==> src/rtl/des_pkg.sv <==
// des_pkg: shared definitions for the DES key scheduler.
//   state_e   : scheduler FSM states
//   SHIFT_TBL : per-round left-rotation amounts s1..s16 (index 0 = s1)
//   PC1_TBL   : permuted choice 1, 64 -> 56 bits (bit position 1 = MSB)
//   PC2_TBL   : permuted choice 2, 56 -> 48 bits (bit position 1 = MSB)
//   rotl28 / rotr28 : 28-bit rotations by 1 or 2
package des_pkg;

  typedef enum logic [1:0] {
    ST_IDLE   = 2'd0,
    ST_EMIT   = 2'd1,
    ST_FINISH = 2'd2
  } state_e;

  localparam logic [1:0] SHIFT_TBL [16] = '{
    2'd1, 2'd1, 2'd2, 2'd2, 2'd2, 2'd2, 2'd2, 2'd2,
    2'd1, 2'd2, 2'd2, 2'd2, 2'd2, 2'd2, 2'd2, 2'd1
  };

  localparam int PC1_TBL [56] = '{
    57, 49, 41, 33, 25, 17,  9,  1, 58, 50, 42, 34, 26, 18,
    10,  2, 59, 51, 43, 35, 27, 19, 11,  3, 60, 52, 44, 36,
    63, 55, 47, 39, 31, 23, 15,  7, 62, 54, 46, 38, 30, 22,
    14,  6, 61, 53, 45, 37, 29, 21, 13,  5, 28, 20, 12,  4
  };

  localparam int PC2_TBL [48] = '{
    14, 17, 11, 24,  1,  5,  3, 28, 15,  6, 21, 10,
    23, 19, 12,  4, 26,  8, 16,  7, 27, 20, 13,  2,
    41, 52, 31, 37, 47, 55, 30, 40, 51, 45, 33, 48,
    44, 49, 39, 56, 34, 53, 46, 42, 50, 36, 29, 32
  };

  function automatic logic [27:0] rotl28(input logic [27:0] x, input logic [1:0] s);
    return (s == 2'd2) ? {x[25:0], x[27:26]} : {x[26:0], x[27]};
  endfunction

  function automatic logic [27:0] rotr28(input logic [27:0] x, input logic [1:0] s);
    return (s == 2'd2) ? {x[1:0], x[27:2]} : {x[0], x[27:1]};
  endfunction

endpackage

==> src/rtl/des_pc1.sv <==
// des_pc1: DES permuted choice 1 (combinational).
//   key_in  [63:0] : raw key, bit position 1 = key_in[63]; parity bits dropped
//   pc1_out [55:0] : {C0, D0}
module des_pc1
  import des_pkg::*;
(
  input  logic [63:0] key_in,
  output logic [55:0] pc1_out
);

  // Every eighth key bit is parity and never selected by the table.
  logic unused_parity;
  assign unused_parity = ^{key_in[56], key_in[48], key_in[40], key_in[32],
                           key_in[24], key_in[16], key_in[8],  key_in[0]};

  always_comb begin
    pc1_out = '0;
    for (int k = 0; k < 56; k++) begin
      pc1_out[55-k] = key_in[64-PC1_TBL[k]];
    end
  end

endmodule

==> src/rtl/des_pc2.sv <==
// des_pc2: DES permuted choice 2 (combinational).
//   cd_in  [55:0] : {C, D}, bit position 1 = cd_in[55]
//   subkey [47:0] : round subkey, table index 1 lands in subkey[47]
module des_pc2
  import des_pkg::*;
(
  input  logic [55:0] cd_in,
  output logic [47:0] subkey
);

  // Eight C/D positions are not part of any subkey.
  logic unused_cd;
  assign unused_cd = ^{cd_in[47], cd_in[38], cd_in[34], cd_in[31],
                       cd_in[21], cd_in[18], cd_in[13], cd_in[2]};

  always_comb begin
    subkey = '0;
    for (int k = 0; k < 48; k++) begin
      subkey[47-k] = cd_in[56-PC2_TBL[k]];
    end
  end

endmodule

==> src/rtl/des_key_scheduler.sv <==
// des_key_scheduler: produces the 16 DES round subkeys over a valid/ready
// stream, in encrypt order (K1..K16) or decrypt order (K16..K1).
//   clk, rst_n            : clock, async active-low reset
//   key_in, start, decrypt: schedule request, sampled only when accepted in IDLE
//   abort                 : cancel a running schedule
//   subkey_ready          : consumer accepts the presented subkey
//   busy                  : not in IDLE
//   subkey, subkey_valid  : presented subkey (PC2 of C/D) and its valid flag
//   round_idx             : round number minus 1 of the presented subkey
//   done                  : one-cycle pulse after the last subkey transfers
//
// state     | meaning
// ----------+---------------------------------------------------
// ST_IDLE   | waiting for start, outputs quiet
// ST_EMIT   | subkey_valid high, advancing C/D on each handshake
// ST_FINISH | last subkey transferred, done high for this cycle
module des_key_scheduler
  import des_pkg::*;
#(
  parameter int NUM_ROUNDS = 16
) (
  input  logic        clk,
  input  logic        rst_n,
  input  logic [63:0] key_in,
  input  logic        start,
  input  logic        decrypt,
  input  logic        abort,
  input  logic        subkey_ready,
  output logic        busy,
  output logic [47:0] subkey,
  output logic        subkey_valid,
  output logic [3:0]  round_idx,
  output logic        done
);

  localparam logic [3:0] LAST_IDX = 4'(NUM_ROUNDS - 1);

  state_e      state_q, state_d;
  logic [27:0] c_q, c_d, d_q, d_d;
  logic [3:0]  round_idx_q, round_idx_d;
  logic        dec_q, dec_d;
  logic        busy_q, busy_d;
  logic        valid_q, valid_d;
  logic        done_q, done_d;

  logic [55:0] pc1_out;
  logic [47:0] pc2_out;
  logic [3:0]  idx_next;
  logic [1:0]  shift_enc, shift_dec;
  logic        handshake, last_round;

  des_pc1 u_pc1 (
    .key_in  (key_in),
    .pc1_out (pc1_out)
  );

  des_pc2 u_pc2 (
    .cd_in  ({c_q, d_q}),
    .subkey (pc2_out)
  );

  assign idx_next   = round_idx_q + 4'd1;
  // Encrypt moves forward to the next round's shift; decrypt undoes the
  // shift that produced the round currently presented.
  assign shift_enc  = SHIFT_TBL[idx_next];
  assign shift_dec  = SHIFT_TBL[round_idx_q];
  assign handshake  = valid_q && subkey_ready;
  assign last_round = dec_q ? (round_idx_q == 4'd0) : (round_idx_q == LAST_IDX);

  always_comb begin
    state_d     = state_q;
    c_d         = c_q;
    d_d         = d_q;
    round_idx_d = round_idx_q;
    dec_d       = dec_q;
    busy_d      = busy_q;
    valid_d     = valid_q;
    done_d      = 1'b0;

    case (state_q)
      ST_IDLE: begin
        if (start && !abort) begin
          // C16/D16 equal C0/D0, so decrypt starts unshifted at K16.
          c_d         = decrypt ? pc1_out[55:28] : rotl28(pc1_out[55:28], 2'd1);
          d_d         = decrypt ? pc1_out[27:0]  : rotl28(pc1_out[27:0], 2'd1);
          dec_d       = decrypt;
          round_idx_d = decrypt ? LAST_IDX : 4'd0;
          state_d     = ST_EMIT;
          busy_d      = 1'b1;
          valid_d     = 1'b1;
        end
      end
      ST_EMIT: begin
        if (abort) begin
          state_d = ST_IDLE;
          busy_d  = 1'b0;
          valid_d = 1'b0;
        end else if (handshake) begin
          if (last_round) begin
            state_d = ST_FINISH;
            valid_d = 1'b0;
            done_d  = 1'b1;
          end else if (dec_q) begin
            c_d         = rotr28(c_q, shift_dec);
            d_d         = rotr28(d_q, shift_dec);
            round_idx_d = round_idx_q - 4'd1;
          end else begin
            c_d         = rotl28(c_q, shift_enc);
            d_d         = rotl28(d_q, shift_enc);
            round_idx_d = idx_next;
          end
        end
      end
      ST_FINISH: begin
        state_d = ST_IDLE;
        busy_d  = 1'b0;
        valid_d = 1'b0;
      end
      default: begin
        state_d = ST_IDLE;
        busy_d  = 1'b0;
        valid_d = 1'b0;
      end
    endcase
  end

  always_ff @(posedge clk or negedge rst_n) begin
    if (!rst_n) begin
      state_q     <= ST_IDLE;
      c_q         <= '0;
      d_q         <= '0;
      round_idx_q <= '0;
      dec_q       <= 1'b0;
      busy_q      <= 1'b0;
      valid_q     <= 1'b0;
      done_q      <= 1'b0;
    end else begin
      state_q     <= state_d;
      c_q         <= c_d;
      d_q         <= d_d;
      round_idx_q <= round_idx_d;
      dec_q       <= dec_d;
      busy_q      <= busy_d;
      valid_q     <= valid_d;
      done_q      <= done_d;
    end
  end

  assign busy         = busy_q;
  assign subkey       = pc2_out;
  assign subkey_valid = valid_q;
  assign round_idx    = round_idx_q;
  assign done         = done_q;

endmodule

==> config.mk <==
export PLATFORM = sky130hd
export DESIGN_NAME = des_key_scheduler
export DESIGN_NICKNAME = d
export VERILOG_FILES = /design/src/rtl/des_pkg.sv /design/src/rtl/des_pc1.sv /design/src/rtl/des_pc2.sv /design/src/rtl/des_key_scheduler.sv
export SDC_FILE = /design/constraint.sdc
export NUM_CORES = 1
export LEC_CHECK = 0
export CORE_UTILIZATION = 50
export CTS_CLUSTER_SIZE = 30
export DETAILED_ROUTE_END_ITERATION = 8
export DONT_BUFFER_PORTS = 1
export PLACE_DENSITY_LB_ADDON = 0.15
export SYNTH_ARGS = -nofsm -noshare
export SYNTH_HDL_FRONTEND = slang
export SYNTH_HIERARCHICAL = 1
export SYNTH_SLANG_ARGS = --single-unit
==> constraint.sdc <==
create_clock -name clk -period 4.87 [get_ports clk]
set_clock_uncertainty 0.1 [all_clocks]
set_input_delay 0.7305 -clock clk [delete_from_list [all_inputs] [get_ports clk]]
set_output_delay 0.7305 -clock clk [all_outputs]
set_load 0.01 [all_outputs]
---- Word level (Yosys, flattened, before mapping) ----
Memory sizes are Yosys's and may differ from the RTL's.
Cells that the tools add are included.
cells by class
  add/sub/neg operators ................... 2
  mux-type cells .......................... 46
  equality and inequality tests ........... 11
  order comparisons ....................... 2
  reduce and logical (&&, ||, !) cells .... 10
  bitwise gates (word level) .............. 2
operators with widths
  kind                                                       count
  2-to-1 mux 28 bit                                          16
  case mux 28 bit (2 select lines)                           2
  2-to-1 mux 4 bit                                           6
  2-to-1 mux 2 bit                                           8
  greater-or-equal comparator 5 bit (second input constant)  2
  2-to-1 mux 1 bit                                           10
  inequality test 2 bit (second input constant)              5
  inverter 4 -> 5 bit                                        2
  case mux 4 bit (2 select lines)                            1
  inequality test 3 bit (second input constant)              2
  AND reduction 5 bit                                        1
  adder 4 x 1 -> 4 bit (second input constant)               1
  equality test 2 bit (second input constant)                2
  equality test 4 bit (second input constant)                1
  logical NOT 4 bit                                          1
  case mux 1 bit (2 select lines)                            2
  case mux 2 bit (2 select lines)                            1
  AND reduction 2 bit                                        2
  subtractor 4 x 1 -> 4 bit (second input constant)          1
  AND reduction 3 bit                                        1
  equality test 2 x 1 -> 1 bit (second input constant)       1
  logical AND 1 bit                                          2
  logical NOT 2 bit                                          1
  nonzero test 2 bit                                         1
  logical NOT 1 bit                                          1
word-level totals
  logic and storage cells ................. 83
  output and inout port bits .............. 55
  bits of input ports ..................... 70
  flip-flop bits (word level) ............. 66
  memories kept ........................... 2
  ROM bits ................................ 64
memories
  name             depth  width  read ports  clocked after memory_dff  wr ports  RTL line                 source
  (no name shown)  16     2      1           0                         0         des_key_scheduler.sv:66  assign shift_dec = SHIFT_TBL[round_idx_q];
  (no name shown)  16     2      1           0                         0         des_key_scheduler.sv:65  assign shift_enc = SHIFT_TBL[idx_next];

---- Logic depth before layout (Yosys ltp) ----
Gate-level depths: netlist (run 1).
  word-level depth ........................ 12
  gate-level depth with buffers ........... 9

---- Hierarchy ----
Netlist (run 1), hierarchy kept.
by module, submodules not included
  module             instances  area each (µm²)  cells an instance
  des_key_scheduler  1          6047.0           782
  des_pc1            1          420.4            56
  des_pc2            1          360.3            48

---- Worst setup path before layout (run 1) ----
OpenSTA, ideal clock, no wires.
  path type ............................... register to register
  start point ............................. register round_idx_q[0], in the netlist round_idx[0]
  end point ............................... register c_q[10]
  clock period less this slack ............ 2.253 ns
  data arrival time ....................... 2.072 ns
  slack ................................... 2.617 ns
  stages on the path, launching flop included .. 9
  setup time .............................. 0.082 ns
  cells stage by stage .................... dfrtp_1 -> inv_1 -> ha_1 -> or3_1 -> o31a_1 -> buf_2 -> clkbuf_1 -> a21o_1 -> a31oi_1
on the way
  cells in the longest elaborated chain, start to end .. 12
RTL lines
  what                                                  RTL line                  source
  start, declared                                       des_key_scheduler.sv:40   logic [3:0] round_idx_q, round_idx_d;
  start signal, assigned                                des_key_scheduler.sv:141  round_idx_q <= round_idx_d;
  adder 4 x 1 -> 4 bit                                  des_key_scheduler.sv:62   assign idx_next = round_idx_q + 4'd1;
  inverter 4 -> 5 bit (not written as such)             des_key_scheduler.sv:65
  memory read (16 x 2 bit)                              -
  2-to-1 mux 2 bit (not written as such) (2 in series)  des_key_scheduler.sv:65
  equality test 2 bit                                   des_pkg.sv:35             return (s == 2'd2) ? {x[25:0], x[27:26]} : {x[26:0], x[27]};
  2-to-1 mux 28 bit                                     des_pkg.sv:35
  2-to-1 mux 28 bit                                     des_key_scheduler.sv:103  end else if (dec_q) begin
  2-to-1 mux 28 bit                                     des_key_scheduler.sv:99   if (last_round) begin
  2-to-1 mux 28 bit                                     des_key_scheduler.sv:98   end else if (handshake) begin
  2-to-1 mux 28 bit                                     des_key_scheduler.sv:94   if (abort) begin
  case mux 28 bit (2 select lines)                      des_key_scheduler.sv:80   case (state_q)
  end signal, assigned                                  des_key_scheduler.sv:130  c_q <= '0;
  end signal, assigned                                  des_key_scheduler.sv:139  c_q <= c_d;
  end, declared                                         des_key_scheduler.sv:39   logic [27:0] c_q, c_d, d_q, d_d;
Several ways; a longest one is shown, not always the timed one. The select of a mux whose other input is x is not followed.
A chain may end at the register's enable or synchronous reset.

---- Final worst setup path (run 1) ----
  start point ............................. register round_idx_q[1], in the netlist round_idx[1]
  end point ............................... register c_q[9]
The elaborated chain is that of the path after synthesis.

==> results.sh, run 1 <==
export IMPL_route_vias_total=5814
export IMPL_rsz0062_at_grt="no"
export IMPL_endpoint_kind="register"
export IMPL_areaGrowthSynthToFinish_pct=-8.15
export IMPL_ys_top_cells_by_area="dfrtp_1 (24%), buf_4 (12%), a21oi_1 (11%), a21o_1 (8.9%), mux2i_1 (8.5%)"
export IMPL_synth_top_family_by_area="compound AO/OA/AOI/OAI gates"
export IMPL_synthAdderAreaFrac_pct=1.10
export IMPL_synth_xor_area_share_pct=0.257
export IMPL_drive_gt1_share_pct=4.16
export IMPL_globalplace_congestion=0.785
export IMPL_synth_top_area_share_pct=24.2
export IMPL_final_hold_viol_count=0
export IMPL_worst_ep_required_time_ns=5.01
export IMPL_grt_pass1_wl_mm=29.2
export IMPL_worstSkewPairLatency_ns=0.33
export IMPL_yosysTopAreaCell="dfrtp_1"
export IMPL_route_detailed_drc=0
export IMPL_fin_ws_ns=1.86
export IMPL_crit_arrival_ns=3.15
export IMPL_crit_type="reg -> reg"
export IMPL_dp_hpwl_mm=10.4
export IMPL_antenna_found_initial=0
export IMPL_insertedDiodeCount=0
export IMPL_wl_per_cell_um=19.8
export IMPL_setup_viol=0
export IMPL_fin_crit_ns=3.01
export IMPL_yosys_register_bits=66
export IMPL_cts_resized_gates=0
export IMPL_fin_tns_setup_ns=0
export IMPL_grt_pass1_vias=5695
export IMPL_synthSimpleGateAreaFrac_pct=17.9
export IMPL_worstMarginPinSlew_ns=1.24
export IMPL_synthesis_area_um2=6830
export IMPL_cts_inserted_buffers=9
export IMPL_core_rowCount=42
export IMPL_synth_nets=962
export IMPL_post_place_ws_ns=1.91
export IMPL_synthFlopType="dfrtp_1"
export IMPL_port_buffers=0
export IMPL_critical_path_max_fanout=56
export IMPL_io_pins=125
export IMPL_die_h_um=119
export IMPL_yosysUniqueCellTypes=40
export IMPL_synth_compound_area_share_pct=30.3
export IMPL_synth_edf_count=0
export IMPL_cts_clk_slew_worst_paths_ns=0.06
export IMPL_nets=792
export IMPL_avgSynthCellArea_um2=7.71
export IMPL_min_path_type="in -> async"
export IMPL_synth_cells=886
export IMPL_yosysWarnings=6
export IMPL_cts_tree="yes"
export IMPL_fin_crit_sh_pct=61.7
export IMPL_gr_total_overflow=0
export IMPL_status="finished clean"
export IMPL_design_die_area_um2=14100
export IMPL_cts_root_buf="clkbuf_16"
export IMPL_critPathLaunchType="register"
export IMPL_first_pass_iters=5
export IMPL_post_synth_top_count_cell="a21oi_1"
export IMPL_pwr_density_cell_nw_per_um2=551
export IMPL_synthTopCellsByCount="a21oi_1 (148), buf_4 (108), a21o_1 (81)"
export IMPL_p_total_mw=3.45
export IMPL_die_w_um=119
export IMPL_wl_mm=17.8
export IMPL_max_freq_ghz=0.333
export IMPL_via_per_inst=6.48
export IMPL_initial_core_util_pct=51.4
export IMPL_clock_path_buffers=2
export IMPL_antenna_left=0
export IMPL_p_leak_nw=2.61
export IMPL_htree_levels=3
export IMPL_r2r_slack_ns=1.86
export IMPL_synthMuxAreaShare_pct=8.67
export IMPL_slew_viol_final=0
export IMPL_synthArstFlopShare_pct=100
export IMPL_cap_violations=0
export IMPL_core_um2=13300
export IMPL_yosysSeqAreaShare_pct=24.2
export IMPL_grt_use_total_pct=25.2
export IMPL_ir_worst_vdd_mv=0.424
export IMPL_drtIter0Drc=582
export IMPL_grt_max_degree=113
export IMPL_relSlewSlack_pct=17.4
export IMPL_cts_sinks=66
-- cells in the final DEF, fill, tap and decap left out, types with 4 or more instances in the layout --
cell type and count:
mux2i_1 58, nand2_1 59, buf_4 7, nor3_1 4
o21ai_0 5, nor2_1 32, ha_1 6, a31oi_1 57
dfrtp_1 65, a21o_1 81, nand2b_1 54, nor2b_1 5
clkbuf_1 7, clkbuf_16 9, or3_1 56, a311oi_1 28
nand3_1 5, a21oi_1 148
-- report_power, final --
part	leakage [nW]	switching [mW]	total (mW)	internal [mW]
Sequential	0.801	0.388	1.11	0.720
Clock	0.119	0.242	0.588	0.347
Combinational	1.69	1.11	1.76	0.646
-- flip-flops by register name, indices dropped and copies added (netlist names) --
signal        count
busy              1
c_q              28
d_q              28
dec_q             1
done              1
round_idx         4
state_q           2
subkey_valid      1
-- area by class of cell --
cell class / count / area [um^2]
Timing Repair Buffer: 10 / 120
Fill cell: 1308 / 7020
Tap cell: 176 / 220
Inverter: 3 / 11.3
Multi-Input combinational cell: 626 / 4010
Sequential cell: 66 / 1660
Clock buffer: 16 / 251
-- metal layers --
| layer | part of all wire (%) | global-route usage, % | vias up |
|---|---|---|---|
| li1 | - | - | 2761 |
| met1 | 46 | 34.3 | 2832 |
| met2 | 47 | 40.2 | 198 |
| met3 | 5.6 | 4.07 | 23 |
| met4 | 2.0 | 9.49 | 0 |
| met5 | 0 | 0 | - |
-- critical path, stage by stage, from the launching register on --
cell	delay (ns)
dfrtp_1	0.54
ha_1	0.38
nor2_1	0.12
a211oi_1	0.40
nand2_2	0.75
a21o_1	0.42
a31oi_1	0.15
-- through the flow --
stage               hold WS, ns  instance area [um^2]  cells  util, %
floorplan                 0.335                  6830    886        -
global route              0.215                  6270    897     47.2
finish                    0.190                  6270    897     47.2
global placement          0.337                  5990    880     45.1
CTS                       0.193                  6270    897     47.2
detailed placement        0.336                  5990    880     45.1
-- worst paths after layout --
check | from | end | cells past startpoint
worst max-delay path | round_idx[1]$_DFFE_PN0P_ | c_q[9]$_DFFE_PN0P_ | 6
worst min-delay path | rst_n | d_q[5]$_DFFE_PN0P_ | 1
worst max register to register | round_idx[1]$_DFFE_PN0P_ | c_q[9]$_DFFE_PN0P_ | 6
worst min register to register | state_q[1]$_DFFE_PN0P_ | busy$_DFFE_PN0P_ | 1
max in group asynchronous | rst_n | c_q[1]$_DFFE_PN0P_ | 1
min in group clk | abort | state_q[0]$_DFFE_PN0P_ | 1
-- repair_timing --
item / in CTS / in global routing
hold buffers: 1 / 0
endpoints found under the hold margin: 66 / 0
setup buffers: 0 / 0
-- kinds of logic after synthesis --
| kind of cell | Yosys count |
|---|---|
| compound gates | 330 |
| xor+xnor | 2 |
| fa+ha+maj | 6 |
| buf+inv | 194 |
| flops | 66 |
| mux | 59 |
| simple gates | 229 |
Power figures use the tool's default switching activity.
==> inputs of run 2 (changes only) <==
==> constraint.sdc (replaced) <==
create_clock -name clk -period 2.97 [get_ports clk]
set_clock_uncertainty 0.1 [all_clocks]
set_input_delay 0.4455 -clock clk [delete_from_list [all_inputs] [get_ports clk]]
set_output_delay 0.4455 -clock clk [all_outputs]
set_load 0.01 [all_outputs]
==> run 2 against run 1 <==
Net effect:
- power is 71% higher
- cell area rose by 2.8%
- via count shrank 0.48%
- register-to-register slack worse by 1.6 ns
- wire length about the same
- first-iteration DRC count increased by 8.1%
- global-route usage up 0.83 points
- fmax grew 11%
- die area unchanged
- sequential cell count unchanged
- sequential power is 58% higher
- setup slack worse by 1.6 ns
- largest cell class unchanged
==> results.sh, run 2 (same netlist as run 1, synthesis figures left out) <==
export IMPL_whs_path_depth=1
export IMPL_cts_setup_buffers=0
export IMPL_core_rowCount=42
export IMPL_status="finished clean"
export IMPL_relSlewSlack_pct=24.1
export IMPL_max_freq_ghz=0.370
export IMPL_postLayoutCoreUtil_pct=48.5
export IMPL_min_path_type="in -> reg"
export IMPL_reg2reg_to="c_q[16]$_DFFE_PN0P_"
export IMPL_cts_sinks=66
export IMPL_cts_inserted_buffers=9
export IMPL_insertedDiodeCount=0
export IMPL_endpoint_kind="register"
export IMPL_fin_crit_sh_pct=91.0
export IMPL_combPwrFrac_pct=52.7
export IMPL_die_h_um=119
export IMPL_slew_viol_final=0
export IMPL_p_int_mw=3.02
export IMPL_initial_core_util_pct=51.4
export IMPL_critical_path_max_fanout=30
export IMPL_first_pass_iters=6
export IMPL_swShare_pct=48.9
export IMPL_io_pins=125
export IMPL_cts_tree="yes"
export IMPL_rsz0062_at_grt="no"
export IMPL_cts_root_buf="clkbuf_16"
export IMPL_drive_gt1_share_pct=5.63
export IMPL_areaGrowthSynthToFinish_pct=-5.59
export IMPL_rr_worst_depth=8
export IMPL_path_depth=8
export IMPL_holdCritStartpoint="abort"
export IMPL_die_w_um=119
export IMPL_gr_total_overflow=0
export IMPL_core_um2=13300
export IMPL_clockPowerShare_pct=17.5
export IMPL_setup_viol=0
export IMPL_dp_cells=886
export IMPL_critPathMaxStageDelay_ns=0.91
export IMPL_wl_met2_mm=8.08
export IMPL_grt_max_degree=142
export IMPL_top_layer_used="met4"
export IMPL_design_die_area_um2=14100
export IMPL_r2r_start="round_idx[0]$_DFFE_PN0P_"
export IMPL_clock_path_buffers=2
export IMPL_grt_use_total_pct=26.0
export IMPL_ir_worst_vdd_mv=0.481
export IMPL_wl_met3_um=961
export IMPL_htree_levels=3
export IMPL_via_per_inst=6.40
export IMPL_worstPathCellList="ha_1 -> buf_4 -> nor2_1 -> a21oi_1 -> o31ai_4 -> buf_12 -> or3_1 -> a31oi_1"
export IMPL_crit_type="reg -> reg"
export IMPL_critPathLaunchType="register"
export IMPL_drtIter0Drc=629
export IMPL_crit_arrival_ns=2.80
export IMPL_whs_ns=0.0801
export IMPL_worst_ep_required_time_ns=3.07
export IMPL_cts_clk_slew_worst_paths_ns=0.05
export IMPL_fin_tns_setup_ns=0
export IMPL_wl_per_cell_um=19.7
export IMPL_whs_endpoint="state_q[0]$_DFFE_PN0P_"
export IMPL_worstSkewPairLatency_ns=0.33
export IMPL_wl_met1_mm=8.29
export IMPL_grt_pass1_vias=5734
export IMPL_globalplace_congestion=0.804
export IMPL_antenna_left=0
export IMPL_cp_num_buf_inv=2
export IMPL_fin_crit_ns=2.70
export IMPL_final_hold_viol_count=0
export IMPL_worstMarginPinSlew_ns=1.14
export IMPL_final_cell_mix="a21oi_1 (148), a21o_1 (81), dfrtp_1 (65)"
export IMPL_grt_pass1_wl_mm=30.2
export IMPL_p_leak_nw=2.70
export IMPL_route_detailed_drc=0
export IMPL_nets=799
export IMPL_r2r_slack_ns=0.27
export IMPL_slowest_stage="o31ai_4"
export IMPL_dp_hpwl_mm=10.5
export IMPL_cp_top_family="compound AO/OA/AOI/OAI gates"
export IMPL_pwr_density_cell_nw_per_um2=916
export IMPL_cap_violations=0
export IMPL_p_total_mw=5.90
export IMPL_finalNonFillerCells=904
export IMPL_seqPwrFrac_pct=29.7
export IMPL_final_common_cell="a21oi_1"
export IMPL_wl_mm=17.8
export IMPL_switchingPower_mw=2.89
export IMPL_antenna_found_initial=0
export IMPL_port_buffers=0
export IMPL_route_vias_total=5786
## run 2: changes by cell type in the layout (fill, tap and decap cells not counted), sizes merged
cell / previous run / this run
buf: 10 / 16
clkbuf: 16 / 14
clkinv: 0 / 2
dlygate4sd3: 0 / 1
## run 2: what timing repair did
| item | 4_1_cts | 5_1_grt |
|---|---|---|
| hold buffers | 2 | 0 |
| endpoints found under the hold margin | 66 | 0 |
| resized for setup | 0 | 0 |
| setup endpoints to repair | 0 | 0 |
## run 2: cell type report
class | instances | area (um^2)
Clock buffer | 14 | 274
Clock inverter | 2 | 10.0
Fill cell | 1315 | 6850
Inverter | 3 | 11.3
Multi-Input combinational cell | 626 | 4010
Sequential cell | 66 | 1660
Tap cell | 176 | 220
Timing Repair Buffer | 17 | 263
## run 2: layer usage
metal / track usage (%) / vias to the layer above
met5: 0 / -
li1: - / 2773
met3: 4.36 / 26
met1: 36.0 / 2792
met4: 9.97 / 0
met2: 40.5 / 195
## run 2: worst max-delay path by stage
stage | startpoint | end
after floorplan | round_idx[0]$_DFFE_PN0P_ | c_q[10]$_DFFE_PN0P_
after global placement | round_idx[0]$_DFFE_PN0P_ | c_q[14]$_DFFE_PN0P_
after detailed placement | round_idx[0]$_DFFE_PN0P_ | d_q[0]$_DFFE_PN0P_
after CTS | round_idx[0]$_DFFE_PN0P_ | c_q[16]$_DFFE_PN0P_
after global routing | round_idx[0]$_DFFE_PN0P_ | c_q[24]$_DFFE_PN0P_
final | round_idx[0]$_DFFE_PN0P_ | c_q[16]$_DFFE_PN0P_
## run 2: through the flow
stage | worst slack (ns) | cell area [um^2]
final | 0.267 | 6450
after global routing | 0.144 | 6450
after CTS | 0.334 | 6450
after detailed placement | 0.348 | 6120
after global placement | 0.363 | 6120
after floorplan | 0.717 | 6830
## run 2: power by group through the flow
stage	Clock [mW]	Combinational [mW]	Sequential (mW)
after CTS	1.06	3.10	1.75
after detailed placement	0	3.05	1.77
after floorplan	0	3.01	1.46
after global routing	1.10	3.46	1.80
after global placement	0	3.02	1.76
final	1.04	3.11	1.75
==> RTL edit 1, RTL diff (settings of run 2) <==
Take the reset off `c_q` and load it in a clocked block of its own.
--- a/src/rtl/des_key_scheduler.sv
+++ b/src/rtl/des_key_scheduler.sv
@@ -127,7 +127,6 @@
   always_ff @(posedge clk or negedge rst_n) begin
     if (!rst_n) begin
       state_q     <= ST_IDLE;
-      c_q         <= '0;
       d_q         <= '0;
       round_idx_q <= '0;
       dec_q       <= 1'b0;
@@ -136,7 +135,6 @@
       done_q      <= 1'b0;
     end else begin
       state_q     <= state_d;
-      c_q         <= c_d;
       d_q         <= d_d;
       round_idx_q <= round_idx_d;
       dec_q       <= dec_d;
@@ -144,6 +142,10 @@
       valid_q     <= valid_d;
       done_q      <= done_d;
     end
+  end
+
+  always_ff @(posedge clk) begin
+    c_q <= c_d;
   end
 
   assign busy         = busy_q;
Check against the original RTL: not equivalent (a bounded check fails within 4 cycles, from zero or initial values and one cycle with rst_n low).
==> RTL edit 1 against run 2 <==
Sequential cell count decreased by 1; area after synthesis decreased by 1.2%; clock power increased by 5%; sequential share of layout area increased by 2.1 points; worst setup slack got worse by 0.059 ns; wire length decreased by 8.7%; design area decreased by 1.1%; power decreased by 1.5%; highest routed layer unchanged.
==> RTL edit 1: results (changes against run 2) <==
* Outcome: finished, final reports clean
* Largest net degree at the start of global routing at 89 (-37%)
* Placed wire-length estimate at 10.2 mm (-2.5%)
* Slew HR at 51.8% (+28 points)
* RR Endpoint: c_q[24]
* Fraction of layout cells with a size suffix above 1 at 18.0% (+12 points)
* Synth cell types at 47 (+18%)
* CP Max Fanout at 28 (-6.7%)
* Vias in the first global route at 5327 (-7.1%)
* Placed instance count at 809 (-8.7%)
* Post-synthesis mux area share at 9.15% (+0.48 points)
* Post-Route M1 WL at 7.08 mm (-15%)
* Worst slack, placed at 0.257 ns (-0.0905 ns)
* Met1 usage in global routing at 32.2% (-3.8 points)
* Total power at 5.82 mW (-1.5%)
* Mean routed wirelength per cell at 19.7 um (-0.17%)
* Syn nets at 872 (-9.4%)
* Placer congestion estimate at 0.798 (-0.77%)
* Largest cells by area after synthesis: dfrtp_1 14%, edfxtp_1 12%, buf_4 12%, nor2b_1 5.5%, a221oi_2 4.9%
* Data arrival, critical path at 2.75 ns (-0.05 ns)
* Multi-input gate share of total cell area at 59.6% (-2.7 points)
* Crit-path slowest cell: or4b_1
* Cells after synthesis at 796 (-10%)
* Overall Global Routing Usage at 24.3% (-1.8 points)
* P_seq at 1.58 mW (-9.7%)
* P_int at 3.08 mW (+2.1%)
* Setup ws final at 0.209 ns (-0.0586 ns)
* Nets at 722 (-9.6%)
* Worst Hold Slack at 0.0703 ns (-0.00976 ns)
* Iter 0 DRT Violations at 479 (-24%)
* Async set or reset register ratio after synthesis at 56.9% (-43 points)
* First-pass GRT wire length at 27.5 mm (-8.9%)
* Met3 Use GR at 6.85% (+2.5 points)
* DR vias/cell at 6.50 (+1.5%)
* Layout Utilization at 48.3% (-0.15 points)
* Leak pwr at 2.19 nW (-19%)
* Hold worst-path end: subkey_valid
* Post-Layout Cell Count at 827 (-8.5%)
-- RTL edit 1: worst max-delay path by stage --
stage,startpoint,endpoint,cells past startpoint
after floorplan,round_idx[0],c_q[25],8
after global placement,round_idx[0],c_q[23],8
after detailed placement,round_idx[0],c_q[24],8
after CTS,round_idx[0],c_q[24],8
after global routing,round_idx[0],c_q[1],8
final,round_idx[0],c_q[24],8
-- RTL edit 1: kinds of logic after synthesis --
| kind of cell | after synthesis |
|---|---|
| and+or+nand+nor | 265 |
| xor gates and xnor gates | 2 |
| buffers and inverters | 188 |
| AOI/OAI and AO/OA | 212 |
| DFF | 65 |
| adders and majority gates | 6 |
| muxes | 58 |
-- RTL edit 1: critical path: cells and delay by family, from the launching register on --
| kind | cells | cell delay [ns] |
|---|---|---|
| compound gates | 2 | 0.39 |
| buf+inv | 2 | 0.41 |
| flops | 1 | 0.47 |
| fa+ha+maj | 1 | 0.24 |
| simple gates | 3 | 0.89 |
==> RTL edit 2, RTL diff (flow settings as in run 2) <==
Made on the original files. Set the parameter `NUM_ROUNDS` to 12 (it was 16).
--- a/src/rtl/des_key_scheduler.sv
+++ b/src/rtl/des_key_scheduler.sv
@@ -17,7 +17,7 @@
 module des_key_scheduler
   import des_pkg::*;
 #(
-  parameter int NUM_ROUNDS = 16
+  parameter int NUM_ROUNDS = 12
 ) (
   input  logic        clk,
   input  logic        rst_n,
Formal check against the unedited RTL: not equivalent (a bounded check fails within 4 cycles, from zero or initial values and one cycle with rst_n low).
==> RTL edit 2 against run 2 <==
Fmax is 2.7% higher; non-clock buffer count decreased by 2; design area down 0.68%; first-iteration DRC count down 16%; wire length shrank 0.77%; sequential cell count did not move; cell count down 0.33%; synthesized cell count down 0.11%; die area down 0.61%; area after synthesis is 0.62% lower; worst setup slack gained 0.071 ns; power is 12% higher; critical path type unchanged; critical endpoint is now c_q[22]; largest power group unchanged; highest routed layer unchanged.
==> RTL edit 2: results (changes against run 2) <==
* Syn nets at 961 (-0.10%)
* Overall Global Routing Usage at 25.6% (-0.41 points)
* P_int at 3.36 mW (+11%)
* First-pass GRT wire length at 29.3 mm (-2.7%)
* Flop-to-flop setup slack at 0.34 ns (+0.07 ns)
* Peak VDD IR at 0.000435 V (-9.5%)
* Post-CTS setup buffers at 0 (unchanged)
* Worst slew pin tran at 0.676 ns (-0.462 ns)
* Synth Flop Type: dfrtp_1
* Delay of the slowest critical-path stage at 0.50 ns (-0.41 ns)
* Nets at 796 (-0.38%)
* Crit-path slowest cell: dfrtp_1
* Largest cells by area after synthesis: dfrtp_1 24%, buf_4 12%, a21o_1 9.0%, mux2i_1 8.4%, a31oi_1 5.3%
* Vias in the first global route at 5531 (-3.5%)
* Data arrival, critical path at 2.73 ns (-0.07 ns)
* Leak pwr at 2.59 nW (-4.0%)
* Worst min path class: primary input to flop
* RR Endpoint: c_q[22]
* Clk Latency, worst-skew pair at 0.33 ns (about the same)
* Placed wire-length estimate at 10.5 mm (+0.29%)
* Clk root buf: clkbuf_16
* CTS HTree Levels at 3 (unchanged)
* CP Max Fanout at 62 (+110%)
* Iter 0 DRT Violations at 530 (-16%)
* Worst Hold Slack at 0.0835 ns (+0.00336 ns)
* Synth top cells by count: 106 x buf_4, 81 x a21o_1, 66 x dfrtp_1, 64 x clkbuf_1, 63 x o21ai_0
* R2R depth at 7 (-1)
* Hold worst-path end: done
* Seq/Total Area, Yosys at 24.3% (+0.15 points)
* Mean routed wirelength per cell at 19.6 um (-0.44%)
* Fraction of layout cells with a size suffix above 1 at 5.52% (-0.11 points)
* Placer congestion estimate at 0.825 (+2.6%)
* Outcome: finished, final reports clean
* Fill count at 1358 (+3.3%)
* DR vias/cell at 6.34 (-0.92%)
* Largest net degree at the start of global routing at 144 (+1.4%)
* Synth cell types at 39 (-2.5%)
RTL edit 2: cell count changes after synthesis, moves of 3 or more:
cell,before,now
clkbuf_1,54,64
o21ai_0,5,63
buf_2,19,12
nor3_1,4,7
nand3_1,5,61
a21oi_1,148,33
RTL edit 2: area by class of cell:
class                      instances  area share [%]
multi-input combinational        626            62.5
timing repair buffer              15            3.67
clock inverter                     2           0.156
inverter                           2           0.117
sequential                        66            25.9
tap                              176            3.44
clock buffer                      14            4.28
RTL edit 2: how the worst max path moves through the flow:
| stage | from | to | slack (ns) | cells after the start |
|---|---|---|---|---|
| floorplan | round_idx[0] | d_q[25] | 0.63 | 8 |
| global placement | round_idx[1] | c_q[14] | 0.41 | 7 |
| detailed placement | round_idx[0] | c_q[14] | 0.39 | 8 |
| CTS | round_idx[0] | c_q[14] | 0.35 | 8 |
| global route | round_idx[0] | c_q[8] | 0.12 | 8 |
| finish | round_idx[0] | c_q[22] | 0.34 | 7 |
RTL edit 2: worst reg2reg max path: cells and delay by family (launching register included):
family                   cells  cell delay, ns
AO/OA/AOI/OAI                3            0.71
AND/OR/NAND/NOR              2            0.54
flip-flops                   1            0.50
adder cells (fa/ha/maj)      1            0.36
buffers and inverters        1            0.29
RTL edit 2: routing by layer:
metal / vias up / GRT usage [%] / part of all wire [%]
li1: 2750 / - / -
met1: 2745 / 35.6 / 47
met2: 195 / 39.5 / 45
met3: 24 / 5.89 / 6.6
met4: 0 / 7.59 / 1.5
met5: - / 0 / 0
RTL edit 2: per-stage QoR:
| stage | instance area, sq um | setup slack (ns) | power (mW) | std cells |
|---|---|---|---|---|
| after global routing | 6400 | 0.117 | 7.15 | 901 |
| final | 6400 | 0.338 | 6.62 | 901 |
| after detailed placement | 6080 | 0.386 | 5.53 | 883 |
| after global placement | 6080 | 0.409 | 5.46 | 883 |
| after CTS | 6400 | 0.354 | 6.64 | 901 |
| after floorplan | 6790 | 0.627 | 5.08 | 885 |
RTL edit 2: what timing repair did:
action | in CTS | in global routing
endpoints found under the hold margin | 66 | 0
setup endpoints to repair | 0 | 0
hold buffers | 2 | 0
RTL edit 2: cell families (layout without fill, tap and decap cells):
kind of cell | count (synthesis) | in the layout | synth area share, %
DFF | 66 | 66 | 24.3
AOI/OAI and AO/OA | 272 | 272 | 26.2
adders and majority gates | 6 | 6 | 1.11
muxes | 59 | 59 | 8.74
xor gates and xnor gates | 2 | 2 | 0.258
buffers and inverters | 193 | 33 | 17.3
and+or+nand+nor | 287 | 287 | 22.0
RTL edit 2: power by group through the flow:
stage	Clock [mW]	Sequential [mW]	Combinational [mW]
final	1.04	1.96	3.63
after CTS	1.07	1.95	3.62
after floorplan	0	1.57	3.51
after global routing	1.11	2.01	4.02
after detailed placement	0	1.96	3.57
after global placement	0	1.95	3.51
